===== config.mk =====
export PLATFORM = sky130hd
export DESIGN_NAME = ex_muldiv_unit
export DESIGN_NICKNAME = d
export VERILOG_FILES = /design/src/rtl/ex_muldiv_unit.sv
export SDC_FILE = /design/constraint.sdc
export NUM_CORES = 1
export LEC_CHECK = 0
export BUFFER_PORTS_ARGS = -buffer_cell sky130_fd_sc_hd__buf_2
export CAP_MARGIN = 20
export CORE_MARGIN = 1.5
export CORE_UTILIZATION = 50
export DETAILED_ROUTE_END_ITERATION = 7
export PLACE_DENSITY = 0.67
export SLEW_MARGIN = 20
export SYNTH_ARGS = -nofsm -noshare
export SYNTH_HDL_FRONTEND = slang
export SYNTH_SLANG_ARGS = --single-unit

===== constraint.sdc =====
create_clock -name clk -period 5.9 [get_ports clk]
set_clock_uncertainty 0.15 [all_clocks]
set_input_delay 0.59 -clock clk [delete_from_list [all_inputs] [get_ports clk]]
set_output_delay 0.59 -clock clk [all_outputs]
set_load 0.005 [all_outputs]

===== src/rtl/ex_muldiv_unit.sv =====
// Iterative MIPS multiply/divide unit: one shift-add or restoring shift-subtract
// step per cycle, results committed to the architectural HI/LO registers.
module ex_muldiv_unit #(
  parameter int WIDTH = 32,
  parameter int SIGNED_EN = 1,
  localparam int CNT_W = $clog2(WIDTH) + 1
) (
  input  logic             clk,
  input  logic             rst_n,
  input  logic             start,
  input  logic [1:0]       op,
  input  logic [WIDTH-1:0] op_a,
  input  logic [WIDTH-1:0] op_b,
  input  logic             flush,
  input  logic             hi_we,
  input  logic             lo_we,
  input  logic [WIDTH-1:0] wdata,
  output logic             busy,
  output logic             done,
  output logic             div_by_zero,
  output logic [WIDTH-1:0] hi,
  output logic [WIDTH-1:0] lo
);

  typedef enum logic [1:0] {
    ST_IDLE = 2'd0,
    ST_CALC = 2'd1,
    ST_DONE = 2'd2
  } state_t;

  state_t           state_r, state_nxt_s;
  logic [CNT_W-1:0] cnt_r;
  logic [WIDTH-1:0] acc_r, q_r, m_r, hi_r, lo_r;
  logic             is_div_r, neg_lo_r, neg_hi_r;
  logic             busy_r, done_r, dbz_r;

  logic             signed_op_s, a_neg_s, b_neg_s;
  logic             launch_s, dbz_launch_s, last_step_s;
  logic [WIDTH-1:0] a_mag_s, b_mag_s;
  logic [WIDTH:0]   mul_sum_s, div_shift_s;
  logic [WIDTH-1:0] acc_step_s, q_step_s, res_hi_s, res_lo_s;
  logic [2*WIDTH-1:0] prod_s, prod_fix_s;

  // Operand decode: magnitudes and launch qualification.
  always_comb begin
    signed_op_s  = (SIGNED_EN != 0) && !op[0];
    a_neg_s      = signed_op_s && op_a[WIDTH-1];
    b_neg_s      = signed_op_s && op_b[WIDTH-1];
    a_mag_s      = a_neg_s ? (~op_a + 1'b1) : op_a;
    b_mag_s      = b_neg_s ? (~op_b + 1'b1) : op_b;
    launch_s     = start && (state_r != ST_CALC) && !flush;
    dbz_launch_s = launch_s && op[1] && (op_b == {WIDTH{1'b0}});
    last_step_s  = (cnt_r == CNT_W'(1));
  end

  // One iteration step plus the sign-corrected result of the final step.
  always_comb begin
    mul_sum_s   = {1'b0, acc_r} + (q_r[0] ? {1'b0, m_r} : {(WIDTH+1){1'b0}});
    div_shift_s = {acc_r, q_r[WIDTH-1]};
    acc_step_s  = {WIDTH{1'b0}};
    q_step_s    = {WIDTH{1'b0}};
    res_hi_s    = {WIDTH{1'b0}};
    res_lo_s    = {WIDTH{1'b0}};
    if (is_div_r) begin
      // Partial remainder is < 2*divisor, so the low WIDTH bits of the difference are exact.
      if (div_shift_s >= {1'b0, m_r}) begin
        acc_step_s = div_shift_s[WIDTH-1:0] - m_r;
        q_step_s   = {q_r[WIDTH-2:0], 1'b1};
      end else begin
        acc_step_s = div_shift_s[WIDTH-1:0];
        q_step_s   = {q_r[WIDTH-2:0], 1'b0};
      end
    end else begin
      acc_step_s = mul_sum_s[WIDTH:1];
      q_step_s   = {mul_sum_s[0], q_r[WIDTH-1:1]};
    end
    prod_s     = {acc_step_s, q_step_s};
    prod_fix_s = neg_lo_r ? (~prod_s + 1'b1) : prod_s;
    if (is_div_r) begin
      res_lo_s = neg_lo_r ? (~q_step_s + 1'b1) : q_step_s;
      res_hi_s = neg_hi_r ? (~acc_step_s + 1'b1) : acc_step_s;
    end else begin
      res_hi_s = prod_fix_s[2*WIDTH-1:WIDTH];
      res_lo_s = prod_fix_s[WIDTH-1:0];
    end
  end

  // Next-state logic.
  always_comb begin
    state_nxt_s = state_r;
    case (state_r)
      ST_IDLE, ST_DONE: begin
        if (launch_s) begin
          state_nxt_s = dbz_launch_s ? ST_DONE : ST_CALC;
        end else begin
          state_nxt_s = ST_IDLE;
        end
      end
      ST_CALC: begin
        if (flush) begin
          state_nxt_s = ST_IDLE;
        end else if (last_step_s) begin
          state_nxt_s = ST_DONE;
        end else begin
          state_nxt_s = ST_CALC;
        end
      end
      default: state_nxt_s = ST_IDLE;
    endcase
  end

  // State register and registered status outputs.
  always_ff @(posedge clk or negedge rst_n) begin
    if (!rst_n) begin
      state_r <= ST_IDLE;
      busy_r  <= 1'b0;
      done_r  <= 1'b0;
      dbz_r   <= 1'b0;
    end else begin
      state_r <= state_nxt_s;
      busy_r  <= (state_nxt_s == ST_CALC);
      done_r  <= (state_nxt_s == ST_DONE);
      dbz_r   <= dbz_launch_s;
    end
  end

  // Datapath: operand capture, iteration, HI/LO commit and MTHI/MTLO writes.
  always_ff @(posedge clk or negedge rst_n) begin
    if (!rst_n) begin
      cnt_r    <= {CNT_W{1'b0}};
      acc_r    <= {WIDTH{1'b0}};
      q_r      <= {WIDTH{1'b0}};
      m_r      <= {WIDTH{1'b0}};
      hi_r     <= {WIDTH{1'b0}};
      lo_r     <= {WIDTH{1'b0}};
      is_div_r <= 1'b0;
      neg_lo_r <= 1'b0;
      neg_hi_r <= 1'b0;
    end else if (launch_s) begin
      acc_r    <= {WIDTH{1'b0}};
      is_div_r <= op[1];
      neg_lo_r <= a_neg_s ^ b_neg_s;
      cnt_r    <= dbz_launch_s ? {CNT_W{1'b0}} : CNT_W'(WIDTH);
      if (op[1]) begin
        q_r      <= a_mag_s;
        m_r      <= b_mag_s;
        neg_hi_r <= a_neg_s;
      end else begin
        q_r      <= b_mag_s;
        m_r      <= a_mag_s;
        neg_hi_r <= a_neg_s ^ b_neg_s;
      end
      if (dbz_launch_s) begin
        hi_r <= op_a;
        lo_r <= {WIDTH{1'b1}};
      end
    end else if (state_r == ST_CALC) begin
      if (flush) begin
        cnt_r <= {CNT_W{1'b0}};
      end else begin
        acc_r <= acc_step_s;
        q_r   <= q_step_s;
        cnt_r <= cnt_r - CNT_W'(1);
        if (last_step_s) begin
          hi_r <= res_hi_s;
          lo_r <= res_lo_s;
        end
      end
    end else if (!start) begin
      if (hi_we) hi_r <= wdata;
      if (lo_we) lo_r <= wdata;
    end
  end

  assign busy        = busy_r;
  assign done        = done_r;
  assign div_by_zero = dbz_r;
  assign hi          = hi_r;
  assign lo          = lo_r;

endmodule


* After elaboration in Yosys (flattened, before gate mapping) *
Cells that the tools add are included.

storage, ports and cells
  bits of input ports = 104
  register bits = 174

cells by class
  muxes and demuxes = 44
  add/sub/neg operators = 8
  equality and inequality tests = 11
  reductions and logical operators = 17
  bitwise logic cells = 6
  $lt $le $gt $ge = 1

operators with widths
  operator                                             count
  2-to-1 mux 32 bit                                    32
  adder 32 x 1 -> 32 bit, second input constant        4
  inverter 32 bit                                      4
  adder 64 x 1 -> 64 bit, second input constant        1
  2-to-1 mux 64 bit                                    1
  inverter 64 bit                                      1
  adder 32 x 32 -> 33 bit                              1
  >= comparator 33 x 32 -> 1 bit                       1
  logical NOT 32 bit                                   1
  subtractor 32 bit                                    1
  2-to-1 mux 6 bit                                     4
  AND reduction 5 bit                                  2
  2-to-1 mux 2 bit                                     4
  equality test 6 x 1 -> 1 bit, second input constant  1
  logical AND 1 bit                                    6
  != test 2 x 1 -> 1 bit, second input constant        3
  != test 3 bit, second input constant                 2
  nonzero test 3 bit                                   2
  subtractor 6 x 1 -> 6 bit, second input constant     1
  equality test 2 x 1 -> 1 bit, second input constant  2
  equality test 2 bit, second input constant           2
  case mux 2 bit (2 select lines)                      1
  != test 3 x 1 -> 1 bit, second input constant        1
  logical NOT 1 bit                                    2
  6 further kinds                                      7

* Depth between registers and ports, before layout *
  word-level depth = 11
  depth in mapped cells = 27
  mapped depth without buffers = 22

* Worst setup path before layout *
No wires, ideal clock.

  path type = register to register
  start point = register acc_r[20]
  end point = register hi_r[30], in the netlist hi[30]
  path buffers = 4
  data required time = 5.624 ns
  clock period less this slack = 5.025 ns
  stages on the path, launching flop included = 25
  slack = 0.875 ns
  library setup time = 0.126 ns
  data arrival time = 4.749 ns
  cells stage by stage = dfrtp_1 -> ha_1 -> and2_4 -> and3_4 -> a211o_1 -> a211o_4 -> nor2_4 -> buf_6 -> buf_2 -> buf_1 -> a21oi_1 -> inv_1 -> ha_1 -> o21ai_0 -> nor2_1 -> and4b_1 -> clkbuf_1 -> nand2_1 -> nor3_1 -> and2_1 -> o21ai_0 -> o22ai_1 -> a31oi_1 -> xnor2_1 -> a221o_1

between the ends
  cells in the longest elaborated chain, start to end = 11

ends and longest elaborated chain
  item                                                                 RTL line  RTL
  from (decl)                                                          33        logic [WIDTH-1:0] acc_r, q_r, m_r, hi_r, lo_r;
  from (signal assigned)                                               131       acc_r <= {WIDTH{1'b0}};
  from (signal assigned)                                               140       acc_r <= {WIDTH{1'b0}};
  from (signal assigned)                                               161       acc_r <= acc_step_s;
  subtractor 32 bit or >= comparator 33 x 32 -> 1 bit (tied branches)  67, 66
  2-to-1 mux 32 bit or 2-to-1 mux 1 bit (tied branches)                66        if (div_shift_s >= {1'b0, m_r}) begin
  2-to-1 mux 32 bit                                                    64        if (is_div_r) begin
  inverter 64 bit or inverter 32 bit (tied branches)                   78, 81
  adder 64 x 1 -> 64 bit or adder 32 x 1 -> 32 bit (tied branches)     78, 81
  2-to-1 mux 64 bit or 2-to-1 mux 32 bit (tied branches)               78, 81
  2-to-1 mux 32 bit (*)                                                79        if (is_div_r) begin
  2-to-1 mux 32 bit (*)                                                164       if (last_step_s) begin
  2-to-1 mux 32 bit (*)                                                158       if (flush) begin
  2-to-1 mux 32 bit (*)                                                157       end else if (state_r == ST_CALC) begin
  2-to-1 mux 32 bit (*)                                                139       end else if (launch_s) begin
  to (signal assigned)                                                 154       hi_r <= op_a;
  to (signal assigned)                                                 165       hi_r <= res_hi_s;
  to (signal assigned)                                                 170       if (hi_we) hi_r <= wdata;
  to (decl)                                                            33

Every way passes the cells marked *; elsewhere a longest branch is shown, timed or not. The select of a mux whose other input is x is not followed.
A chain may end at the register's enable or synchronous reset.

* Worst setup path in the final report *
  start point = register acc_r[19]
  end point = register hi_r[27], in the netlist hi[27]

Same word-level chain as after synthesis.

==> flow_summary.toml <==
[placed_design]
dp_slack_ns = 0.508
port_buffers = 170
gp_congestion = 1.03
dp_cells = 2800
placed_area_sq_um = 17900
dp_hpwl_mm = 56.0

[cts]
cts.clk_slew.worst_paths_ns = 0.08
cts_setup_buffers = 0
htreeDepth = 4
postCtsHoldBufs = 1
cts_tree = "yes"
cts_resized = 0
cts_root_buf = "clkbuf_16"
cts_sinks = 174
clockBufferDepth = 2
clkLatencyLatePin_ns = 0.47
cts_inserted_buffers = 17

[synthesis]
synthFlopType = "dfrtp_1"
synth_cells = 2272
postSynth.asyncResetShare_pct = 100
synth-edff-count = 0
synth_cell_type_count = 96
syn_area_per_cell_sq_um = 7.31
synth_warnings = 0
synth_seq_area_share_pct = 26.2
synth_seq_cells = 174
synth_area_sq_um = 16600
syn-num-nets = 2448

[worst_setup_path]
crit_family = "compound AO/OA/AOI/OAI gates"
crit_arrival_ns = 5.77
cp_max_fo = 15
critical-path-slowest-cell = "a211oi_4"
rrSetupSlack_ns = 0.32
worstPathRequired_ns = 6.09
path_class = "register to register"
critPathBufInv = 1
cp-start-kind = "register"
cp-end-kind = "register"
crit_chain = "ha_1 > a21oi_1 > o21ai_1 > a211o_1 > a211oi_4 > nand2_1 > buf_4 > and3_1 > o32ai_1 > o211ai_1 > nor4_1 > a31oi_1 > xor2_1 > o21ai_1 > a21oi_1"
max_stage_delay_ns = 0.77

[global_routing]
grt_max_degree = 74
grt_usage_pct = 42.0
overflow = 0
antenna_found_initial = 6
first_global_vias = 17300
grt_pass1_wl_mm = 106

[sta]
setup_viol = 0
fin_ws_ns = 0.321
slew_violations = 0
timing.fmax_ghz = 0.179
hold_viol = 0
rsz0062_at_grt = "false"
tightest_slew_ns = 1.02
fin_crit_sh_pct = 94.6
setup_tns_ns = 0
relSlewSlack_pct = 31.8
min_period_ns = 5.58

[cells_and_area]
instances_no_fill = 2834
final_cell_mix = "nand2_1, a21oi_1, nor2_1, o21ai_0, dfrtp_1"
final_common_cell = "nand2_1"
layout-drive-gt1-share_pct = 12.5
layout.nets = 2555
num_antenna_cells = 0
syn_to_final_growth_pct = 11.5
postLayoutCellArea_sq_um = 18500

[detailed_routing]
drc = 0
vias = 18500
post_drt_wl_per_cell_um = 25.5
drtAntennaViolNets = 0
wl_mm = 72.4
vias_per_cell = 6.52
dr.first_iter.drc_count = 2188
dr.pass1.iters = 6

[floorplanning]
pin_count = 171
rows = 66
die_x_um = 185
core_area_sq_um = 32600
design.die.area_sq_um = 34300
initial_core_util_pct = 50.9
die_h_um = 185

[power_and_ir_drop]
ir_drop_mv = 0.272
p_total_mw = 10.6
switching_share_pct = 54.0
powerDensity_nw_per_um2 = 575
power_frac_comb_pct = 68.2
p_sw_mw = 5.75
internal_power_mw = 4.89
clockPowerShare_pct = 11.3
seq_power_share_pct = 20.5
p_leak_nw = 8.00

[run_status]
status = "finished clean"

[hold_path]
hold_path_class = "input pin to register"

[job]
cap_violations = 0
synth_stat cells (all sizes together), types with 15 or more instances:
master / instances / area, sq um
xor2: 67 / 587
ha: 70 / 876
o31ai: 20 / 164
o211ai: 25 / 188
or3: 16 / 100
o21ai: 224 / 1120
a21oi: 247 / 1240
buf: 36 / 160
dfrtp: 174 / 4350
o21a: 18 / 135
a211oi: 22 / 195
o22ai: 35 / 219
and3: 23 / 149
xnor2: 91 / 797
a21o: 40 / 300
clkbuf: 97 / 364
nand2: 294 / 1100
mux2i: 41 / 414
nand3: 65 / 325
nand2b: 15 / 93.8
inv: 68 / 255
nor2: 228 / 863
a31oi: 33 / 206
nor3: 56 / 285
nor4: 20 / 125
nand4: 32 / 206
and2: 47 / 297
power by group through the flow:
stage / Sequential [mW] / Clock, mW / Combinational [mW]
global route: 2.23 / 1.25 / 7.75
detailed placement: 2.18 / 0 / 7.03
finish: 2.18 / 1.20 / 7.26
floorplan: 2.02 / 0 / 4.65
CTS: 2.16 / 1.21 / 7.08
global placement: 2.16 / 0 / 7.01
per-layer routing:
metal,wire (um),global-route usage (%)
met4,5390,28.0
met1,28200,51.5
met2,32300,66.1
met3,6340,9.36
met5,73,0
layout make-up:
| type | instances | area [sq um] |
|---|---|---|
| clock buffers | 18 | 429 |
| multi-input cells | 1897 | 11500 |
| clock inverters | 14 | 159 |
| flip-flops and latches | 174 | 4360 |
| repair buffers | 221 | 1260 |
| inverters | 68 | 255 |
| fillers | 3216 | 14100 |
| well taps | 442 | 553 |
per-stage QoR:
| stage | utilization, % | hold slack, ns |
|---|---|---|
| after floorplan | - | 0.144 |
| after global placement | 54.9 | 0.311 |
| after detailed placement | 54.9 | 0.319 |
| after CTS | 56.7 | 0.283 |
| after global routing | 56.8 | 0.308 |
| final | 56.8 | 0.294 |
registers in the layout, summed over array words and instances (netlist names):
signal       count
state_r          2
div_by_zero      1
acc_r           32
busy             1
done             1
neg_lo_r         1
q_r             32
hi              32
lo              32
cnt_r            6
neg_hi_r         1
is_div_r         1
m_r             32
path summary, 6_finish.rpt:
kind,start,cells past startpoint,end
worst max register to register,acc_r[19],15,hi[27]
worst max-delay path,acc_r[19],15,hi[27]
min in group asynchronous,rst_n,2,acc_r[13]
worst min register to register,hi[1],2,hi[1]
worst min-delay path,op[0],2,neg_hi_r
max in group asynchronous,rst_n,3,lo[17]
cells by family (layout without fill, tap and decap cells):
kind of cell               Yosys count  after routing  synth area share (%)
and+or+nand+nor                    849            849                  23.8
AOI/OAI and AO/OA                  768            768                  28.4
buffers and inverters              201            321                  4.69
DFF                                174            174                  26.2
xor gates and xnor gates           158            158                  8.33
adders and majority gates           72             72                  5.51
muxes                               50             50                  3.10
Power figures use the tool's default switching activity.
